$ cat config.mk
export PLATFORM = sky130hd
export DESIGN_NAME = uart_cmd_scheduler
export DESIGN_NICKNAME = d
export VERILOG_FILES = /design/src/rtl/uart_cmd_pkg.sv /design/src/rtl/uart_bit_serializer.sv /design/src/rtl/uart_cmd_scheduler.sv
export SDC_FILE = /design/constraint.sdc
export NUM_CORES = 1
export LEC_CHECK = 0
export CAP_MARGIN = 20
export CORE_MARGIN = 4
export CORE_UTILIZATION = 48
export CTS_CLUSTER_DIAMETER = 60
export DETAILED_ROUTE_END_ITERATION = 12
export GPL_ROUTABILITY_DRIVEN = 0
export PLACE_DENSITY = 0.82
export SKIP_LAST_GASP = 1
export SYNTH_ARGS = -nofsm -noshare
export SYNTH_HDL_FRONTEND = slang
export SYNTH_HIERARCHICAL = 1
export SYNTH_SLANG_ARGS = --single-unit
export TNS_END_PERCENT = 50
$ cat constraint.sdc
create_clock -name i_clock -period 1.9 [get_ports i_clock]
set_input_delay 0.19 -clock i_clock [delete_from_list [all_inputs] [get_ports i_clock]]
set_output_delay 0.19 -clock i_clock [all_outputs]
set_load 0.02 [all_outputs]
$ cat src/rtl/uart_cmd_pkg.sv
// Shared opcode and command-byte constants, FSM encoding and command-byte builder
// for the display command scheduler.
package uart_cmd_pkg;

  localparam logic [1:0] OP_CLEAR = 2'b00;
  localparam logic [1:0] OP_LOAD  = 2'b01;
  localparam logic [1:0] OP_SHOW  = 2'b10;
  localparam logic [1:0] OP_RSVD  = 2'b11;

  localparam logic [7:0] CMD_CLEAR   = 8'h10;
  localparam logic [3:0] CMD_LOAD_HI = 4'h2;
  localparam logic [7:0] CMD_SHOW    = 8'h40;

  typedef enum logic [2:0] {
    ST_IDLE  = 3'd0,
    ST_START = 3'd1,
    ST_DATA  = 3'd2,
    ST_STOP  = 3'd3,
    ST_GAP   = 3'd4
  } state_t;

  function automatic logic [7:0] build_cmd(input logic [1:0] op, input logic [3:0] data);
    case (op)
      OP_CLEAR: return CMD_CLEAR;
      OP_LOAD:  return {CMD_LOAD_HI, data};
      default:  return CMD_SHOW;
    endcase
  endfunction

endpackage

$ cat src/rtl/uart_bit_serializer.sv
// Byte shift register plus tick/bit counters; reports o_done on the last clock of the
// phase the scheduler is in. i_load latches a new byte and clears both counters.
module uart_bit_serializer
  import uart_cmd_pkg::*;
#(
  parameter int BIT_TICKS = 2,
  parameter int GAP_TICKS = 8
) (
  input  logic       i_clock,
  input  logic       i_reset,
  input  logic       i_load,
  input  logic [7:0] i_byte,
  input  state_t     i_state,
  output logic       o_bit,
  output logic       o_done
);

  localparam int MAX_TICKS = (BIT_TICKS > GAP_TICKS) ? BIT_TICKS : GAP_TICKS;
  localparam int TW        = $clog2(MAX_TICKS + 1);
  localparam logic [TW-1:0] BIT_LAST = TW'(BIT_TICKS - 1);
  localparam logic [TW-1:0] GAP_LAST = TW'(GAP_TICKS - 1);

  logic [TW-1:0] r_tick;
  logic [2:0]    r_idx;
  logic [7:0]    r_shift;
  logic          w_bit_end;

  assign w_bit_end = (r_tick == BIT_LAST);
  assign o_bit     = r_shift[0];

  always_comb begin
    o_done = 1'b0;
    case (i_state)
      ST_START, ST_STOP: o_done = w_bit_end;
      ST_DATA:           o_done = w_bit_end && (r_idx == 3'd7);
      ST_GAP:            o_done = (r_tick == GAP_LAST);
      default:           o_done = 1'b0;
    endcase
  end

  // Counters clear on every phase change, so each phase counts from zero.
  always_ff @(posedge i_clock or posedge i_reset) begin
    if (i_reset) begin
      r_tick  <= '0;
      r_idx   <= '0;
      r_shift <= '0;
    end else if (i_load) begin
      r_shift <= i_byte;
      r_tick  <= '0;
      r_idx   <= '0;
    end else if (i_state != ST_IDLE) begin
      if (o_done) begin
        r_tick <= '0;
        r_idx  <= '0;
      end else if (i_state == ST_DATA && w_bit_end) begin
        r_tick  <= '0;
        r_idx   <= r_idx + 3'd1;
        r_shift <= {1'b0, r_shift[7:1]};
      end else begin
        r_tick <= r_tick + 1'b1;
      end
    end
  end

endmodule

$ cat src/rtl/uart_cmd_scheduler.sv
// Round-robin scheduler framing display commands for two requesters onto one serial line.
// UART_CMD_AUTO_SHOW_EN: a load frame is followed by an automatic show frame after its gap.
module uart_cmd_scheduler
  import uart_cmd_pkg::*;
#(
  parameter int BIT_TICKS = 2,
  parameter int GAP_TICKS = 8
) (
  input  logic       i_clock,
  input  logic       i_reset,
  input  logic [1:0] i_req,
  input  logic [1:0] i_op0,
  input  logic [3:0] i_data0,
  input  logic [1:0] i_op1,
  input  logic [3:0] i_data1,
  output logic [1:0] o_gnt,
  output logic       o_busy,
  output logic       o_serial
);

  state_t     r_state;
  logic       r_ptr;
`ifdef UART_CMD_AUTO_SHOW_EN
  logic       r_auto;
`endif
  logic       w_accept;
  logic       w_win;
  logic [1:0] w_op;
  logic [3:0] w_data;
  logic [7:0] w_byte;
  logic       w_load;
  logic       w_done;
  logic       w_bit;

  always_comb begin
    w_accept = (r_state == ST_IDLE) && (|i_req);
    w_win    = (i_req == 2'b11) ? r_ptr : i_req[1];
    w_op     = w_win ? i_op1 : i_op0;
    w_data   = w_win ? i_data1 : i_data0;
    w_byte   = build_cmd(w_op, w_data);
    w_load   = w_accept && (w_op != OP_RSVD);
    o_gnt    = 2'b00;
    if (w_accept) o_gnt = w_win ? 2'b10 : 2'b01;
`ifdef UART_CMD_AUTO_SHOW_EN
    if (r_state == ST_GAP && w_done && r_auto) begin
      w_byte = CMD_SHOW;
      w_load = 1'b1;
    end
`endif
  end

  assign o_busy   = (r_state != ST_IDLE);
  assign o_serial = (r_state == ST_START) ? 1'b0 :
                    (r_state == ST_DATA)  ? w_bit : 1'b1;

  uart_bit_serializer #(
    .BIT_TICKS(BIT_TICKS),
    .GAP_TICKS(GAP_TICKS)
  ) u_ser (
    .i_clock(i_clock),
    .i_reset(i_reset),
    .i_load (w_load),
    .i_byte (w_byte),
    .i_state(r_state),
    .o_bit  (w_bit),
    .o_done (w_done)
  );

  always_ff @(posedge i_clock or posedge i_reset) begin
    if (i_reset) begin
      r_state <= ST_IDLE;
      r_ptr   <= 1'b0;
`ifdef UART_CMD_AUTO_SHOW_EN
      r_auto  <= 1'b0;
`endif
    end else begin
      case (r_state)
        ST_IDLE: begin
          // Reserved opcodes are granted and rotate the pointer but send nothing.
          if (w_accept) begin
            r_ptr <= ~w_win;
            if (w_load) r_state <= ST_START;
`ifdef UART_CMD_AUTO_SHOW_EN
            r_auto <= (w_op == OP_LOAD);
`endif
          end
        end
        ST_START: if (w_done) r_state <= ST_DATA;
        ST_DATA:  if (w_done) r_state <= ST_STOP;
        ST_STOP:  if (w_done) r_state <= ST_GAP;
        ST_GAP: begin
          if (w_done) begin
`ifdef UART_CMD_AUTO_SHOW_EN
            if (r_auto) begin
              r_state <= ST_START;
              r_auto  <= 1'b0;
            end else begin
              r_state <= ST_IDLE;
            end
`else
            r_state <= ST_IDLE;
`endif
          end
        end
        default: r_state <= ST_IDLE;
      endcase
    end
  end

endmodule

# --- Word level (Yosys, flattened, before mapping) ---
# Index checks and enable logic that the tools add are counted.
op_classes:
  addsub: 2
  eq_ne: 17
  mux: 28
  n_bitwise: 1
  reduce_logical: 16
op_table:
  columns: ["cell", "count"]
  rows:
  - ["two-way mux 8 bit", 4]
  - ["two-way mux 3 bit", 10]
  - ["two-way mux 4 bit", 5]
  - ["one-hot mux 3 bit (5 select lines)", 1]
  - ["one-hot mux 7 bit (2 select lines)", 1]
  - ["!= test 2 x 1 -> 1 bit (second input constant)", 6]
  - ["equality test 3 x 2 -> 1 bit (second input constant)", 2]
  - ["equality test 3 bit (second input constant)", 2]
  - ["two-way mux 2 bit", 3]
  - ["AND reduction 6 bit", 1]
  - ["nonzero test 3 bit", 2]
  - ["adder 4 x 1 -> 4 bit (second input constant)", 1]
  - ["equality test 4 x 1 -> 1 bit (second input constant)", 1]
  - ["equality test 4 x 3 -> 1 bit (second input constant)", 1]
  - ["logical AND 1 bit", 4]
  - ["!= test 2 bit (second input constant)", 2]
  - ["AND reduction 2 bit", 2]
  - ["nonzero test 2 bit", 2]
  - ["OR reduction 2 bit", 2]
  - ["adder 3 x 1 -> 3 bit (second input constant)", 1]
  - ["equality test 3 x 1 -> 1 bit (second input constant)", 1]
  - ["zero test 3 bit", 1]
  - ["two-way mux 1 bit", 3]
  - ["one-hot mux 1 bit (3 select lines)", 1]
  - ["other kinds (5)", 5]
totals:
  register_bits: 19
  inputBits: 16
  output_inout_bits: 4
  wordCells: 69

# --- Longest topological paths before layout ---
depth:
  depth_word: 8
  mapped_depth: 8
  ltp_nobuf: 8

# --- By module ---
# Netlist, hierarchy kept.
modules_own_cells:
  columns: ["mod", "n_inst", "cells_per_inst", "area_per_inst_um2", "seq_area_each_um2"]
  rows:
  - ["uart_bit_serializer", 1, 85, 850.8, 375.4]
  - ["uart_cmd_scheduler", 1, 50, 411.6, 100.1]

# --- Least setup slack after synthesis ---
# No wires, ideal clock.
synth_path:
  path_kind: "reg-to-reg"
  start: "register r_state[1]"
  end: "register u_ser.r_tick[3]"
  setup_ns: 0.118
  arrival_ns: 1.983
  required_ns: 1.782
  slack_ns: -0.201
  path_stages_with_launch: 9
  path_buffers: 1
  period_less_slack_ns: 2.101
  cell_sequence: "dfrtp_1 buf_6 or3_4 o21bai_4 nor3_1 or4_1 nand4_1 xor2_1 nor2_1"
synth_between:
  elab_cells_between_ends: 16
  cone_classes: "eq/ne: 4; mux: 5; reduce/logical: 7"
synth_lines:
  columns: ["element", "line_no", "source"]
  rows:
  - ["start, declared", "uart_cmd_scheduler.sv:21", "state_t r_state;"]
  - ["start signal, assigned", "uart_cmd_scheduler.sv:71", "r_state <= ST_IDLE;"]
  - ["start signal, assigned", "uart_cmd_scheduler.sv:82", "if (w_load) r_state <= ST_START;"]
  - ["start signal, assigned", "uart_cmd_scheduler.sv:88", "ST_START: if (w_done) r_state <= ST_DATA;"]
  - ["nonzero test 3 bit", null, null]
  - ["named net o_busy", "uart_cmd_scheduler.sv:17", "output logic o_busy,"]
  - ["nonzero test 2 bit (no source line)", null, null]
  - ["end signal, assigned", "uart_bit_serializer.sv:60", "r_tick <= r_tick + 1'b1;"]
  - ["end, declared", "uart_bit_serializer.sv:23", "logic [TW-1:0] r_tick;"]
# The timed path passes the listed nets, and every way through them passes these cells. The select of a mux whose other input is x is not followed.
# A chain may end at the register's enable or synchronous reset.

# --- Worst setup path in the final report ---
layout_path:
  start: "register r_state[2]"
  end: "output port o_busy"
layout_between:
  elab_chain_cells: 1
layout_lines:
  columns: ["element", "line_no", "source"]
  rows:
  - ["nonzero test 3 bit", "uart_cmd_scheduler.sv:52", "assign o_busy = (r_state != ST_IDLE);"]
  - ["end, declared", "uart_cmd_scheduler.sv:17", null]
# Every way passes these cells.

==> reports/metrics.cfg <==
[route]
routed.top_layer = met4
wl_met1_mm = 1.25
wl_met3_um = 77
viasPerCell = 5.30
drtIter0Drc = 31
drtAntennaViolNets = 0
routed_wl_mm = 2.89
drtPass1Iterations = 4
vias = 1091
drc = 0
wl_met2_mm = 1.54
wl_per_cell_um = 14.0

[final_layout]
synthToLayoutAreaGrowth_pct = 35.0
drive_gt1_frac = 0.250
utilization = 0.682
final_nets = 197
layoutNonFillerInstCount = 206
n_antenna_cell = 0

[placement]
hpwl_mm = 2.21
dp_cells = 200
portBuffers = 19

[timing]
clock.fmax_ghz = 0.509
min_period_over_period = 1.03
drv_slew = 0
worst_pin_slew_ns = 0.586
relSlewSlack = 0.609
hold_violations = 0
fin_crit_ns = 1.97
fin_tns_setup_ns = -0.126
clock_skew_ns = 0.00235
setup-violations-final = 2
fin_ws_ns = -0.0661
grt_setup_unrepaired = yes

[yosys]
synth_top_area_cell = dfrtp_1
syn-instance-count = 135
syn_area_sq_mm = 0.00126
synth-seq-cells = 19
ys_top_cells_by_area = dfrtp_1 38%, mux2i_1 11%, nand2_1 6.8%, ha_1 4.0%, nor2_1 3.0%
synth_nets = 155
yosysUniqueCellTypes = 36
ys_warn_count = 6
ys_seq_area_frac = 0.377
post_synth.cell_area_avg_sq_um = 9.35
synth_top_area_frac = 0.377

[outcome]
status = finished, violations left
violations = setup timing

[setup_path]
arrival_ns = 1.78
start_kind = flop
r2r_cells = 6
reg2reg_slack_ns = 0.01
reg2reg_from = r_state[2]$_DFFE_PP0P_
path_max_fanout = 2
required_ns = 1.71
crit_path_end_kind = output pin
path_class = reg2out
crit_start = r_state[2]$_DFFE_PP0P_
r2r-end = u_ser/r_shift[6]$_DFFE_PP0P_

[pwr]
total_power_mw = 2.12
ir_worst_vdd_v = 0.000887
p_switching_uw = 836
p_leak_nw = 0.773
p_sw_frac = 0.394
p_int_mw = 1.28
p_seq_frac = 0.325
combPwrFrac = 0.581
power_density_mw_per_mm2 = 1240
p_clk_frac = 0.094

[job]
max_cap_viol_count = 0

[clock_tree]
insertion_delay_ns = 0.29
htree_levels = 1
clockBufferDepth = 2
cts_root_buf = clkbuf_4
cts_buffers = 3
cts_tree = yes
path_clk_slew_ns = 0.11
clock-sinks = 19

[die]
die_w_um = 59.3
num_rows = 18
core_sq_mm = 0.00250
pin_count = 20
die_area_sq_mm = 0.00351
initial_core_util = 0.505
chipHeight_um = 59.3

[global_route]
grt_pass1_wl_mm = 4.90
overflow = 0
grt_pass1_vias = 1117
grtUsageTotal = 0.180
grt_max_degree = 24
antenna_found_initial = 0

[worst_hold_path]
hold_path_class = in2async

[synthesized netlist by cell type]
library cell	instances
nand2_1	23
dfrtp_1	19
mux2i_1	14
nor2_1	10
o21ai_1	6
a21oi_1	5
nor3_1	5
ha_1	4
nand2b_1	4
xor2_1	4
inv_1	3
mux2_1	3
nand3_1	3
nor2b_1	3
o21ai_0	3
buf_6	2
nand3b_1	2
nand4_1	2
nand4b_1	2
or2_2	2
a211oi_1	1
a21o_1	1
and4_1	1
buf_2	1
buf_4	1
conb_1	1
mux2_4	1
nor3b_2	1
nor4b_1	1
o21bai_4	1
o32ai_2	1
or3_1	1
or3_4	1
or3b_2	1
or4_1	1
or4b_4	1
[power groups by stage]
stage / clock network (mW) / registers, mW / logic (mW)
6_report: 0.199 / 0.689 / 1.23
3_3_place_gp: 0 / 0.672 / 1.13
2_1_floorplan: 0 / 0.699 / 0.767
3_5_place_dp: 0 / 0.686 / 1.18
5_1_grt: 0.218 / 0.713 / 1.37
4_1_cts: 0.206 / 0.677 / 1.16
[cells by family after synthesis]
kind of cell,Yosys count,synth area share
AND/OR/NAND/NOR,64,0.272
flip-flops,19,0.377
AO/OA/AOI/OAI,18,0.0951
multiplexers,18,0.150
buffers and inverters,7,0.0367
adder cells (fa/ha/maj),4,0.0396
XOR/XNOR,4,0.0277
other,1,0.00297
[flip-flops by register name (all words and copies together) (netlist names)]
| signal | count |
|---|---|
| r_ptr | 1 |
| r_state | 3 |
| u_ser/r_idx | 3 |
| u_ser/r_shift | 8 |
| u_ser/r_tick | 4 |
[cell type report]
class                      count  area, sq um
tap                           30         37.5
clock buffer                   3         22.5
timing repair buffer          41          353
inverter                       3         11.3
multi-input combinational    109          798
fill                         191          796
clock inverter                 1         5.00
sequential                    19          477
[worst max-delay path: stages (launching register included)]
cell	delay, ns
dfrtp_2	0.42
or3_4	0.39
buf_4	0.14
clkdlybuf4s50_1	0.54
[cells in the final DEF (no fill, tap or decap), types with 2 or more instances in the layout]
cell	n
buf_4	20
nand4b_1	2
nand3_1	3
mux2_1	3
xor2_1	4
inv_1	2
o21ai_0	3
mux2i_1	14
nand4_1	2
nor2b_1	3
or2_2	2
dlygate4sd2_1	3
ha_1	3
o21ai_1	6
dfrtp_1	18
nand2b_1	3
clkbuf_4	3
nor2_1	10
nand3b_1	2
nand2_1	23
nor3_1	4
a21oi_1	3
clkdlybuf4s50_1	16
[per-stage QoR]
stage	hold slack [ns]	area, sq um	setup slack, ns
2_1_floorplan	-0.0440	1280	-0.000342
3_3_place_gp	0.406	1620	-0.162
3_5_place_dp	0.414	1620	-0.298
6_report	0.0874	1700	-0.0661
5_1_grt	0.106	1700	-0.105
4_1_cts	0.0919	1650	-0.0761
[timing repair]
item,CTS,global route
endpoints found under the setup margin,9,17
gates cloned,0,1
resized for setup,4,9
pin swaps,1,1
hold buffers,0,0
setup buffers,0,1
[layer usage]
layer | vias to the layer above | GRT usage
li1 | 554 | -
met1 | 525 | 0.230
met2 | 10 | 0.312
met3 | 2 | 0.0414
met4 | 0 | 0.0291
met5 | - | 0
[how the worst max path moves through the flow]
stage               cells after the start  slack (ns)                     endpoint
floorplan                               8     -0.0003  u_ser/r_tick[3]$_DFFE_PP0P_
global placement                        8       -0.16  u_ser/r_tick[3]$_DFFE_PP0P_
detailed placement                      8       -0.30  u_ser/r_tick[3]$_DFFE_PP0P_
CTS                                     3       -0.08                       o_busy
global route                            4       -0.10                     o_gnt[0]
finish                                  3       -0.07                       o_busy
(Power assumes the default switching activity.)
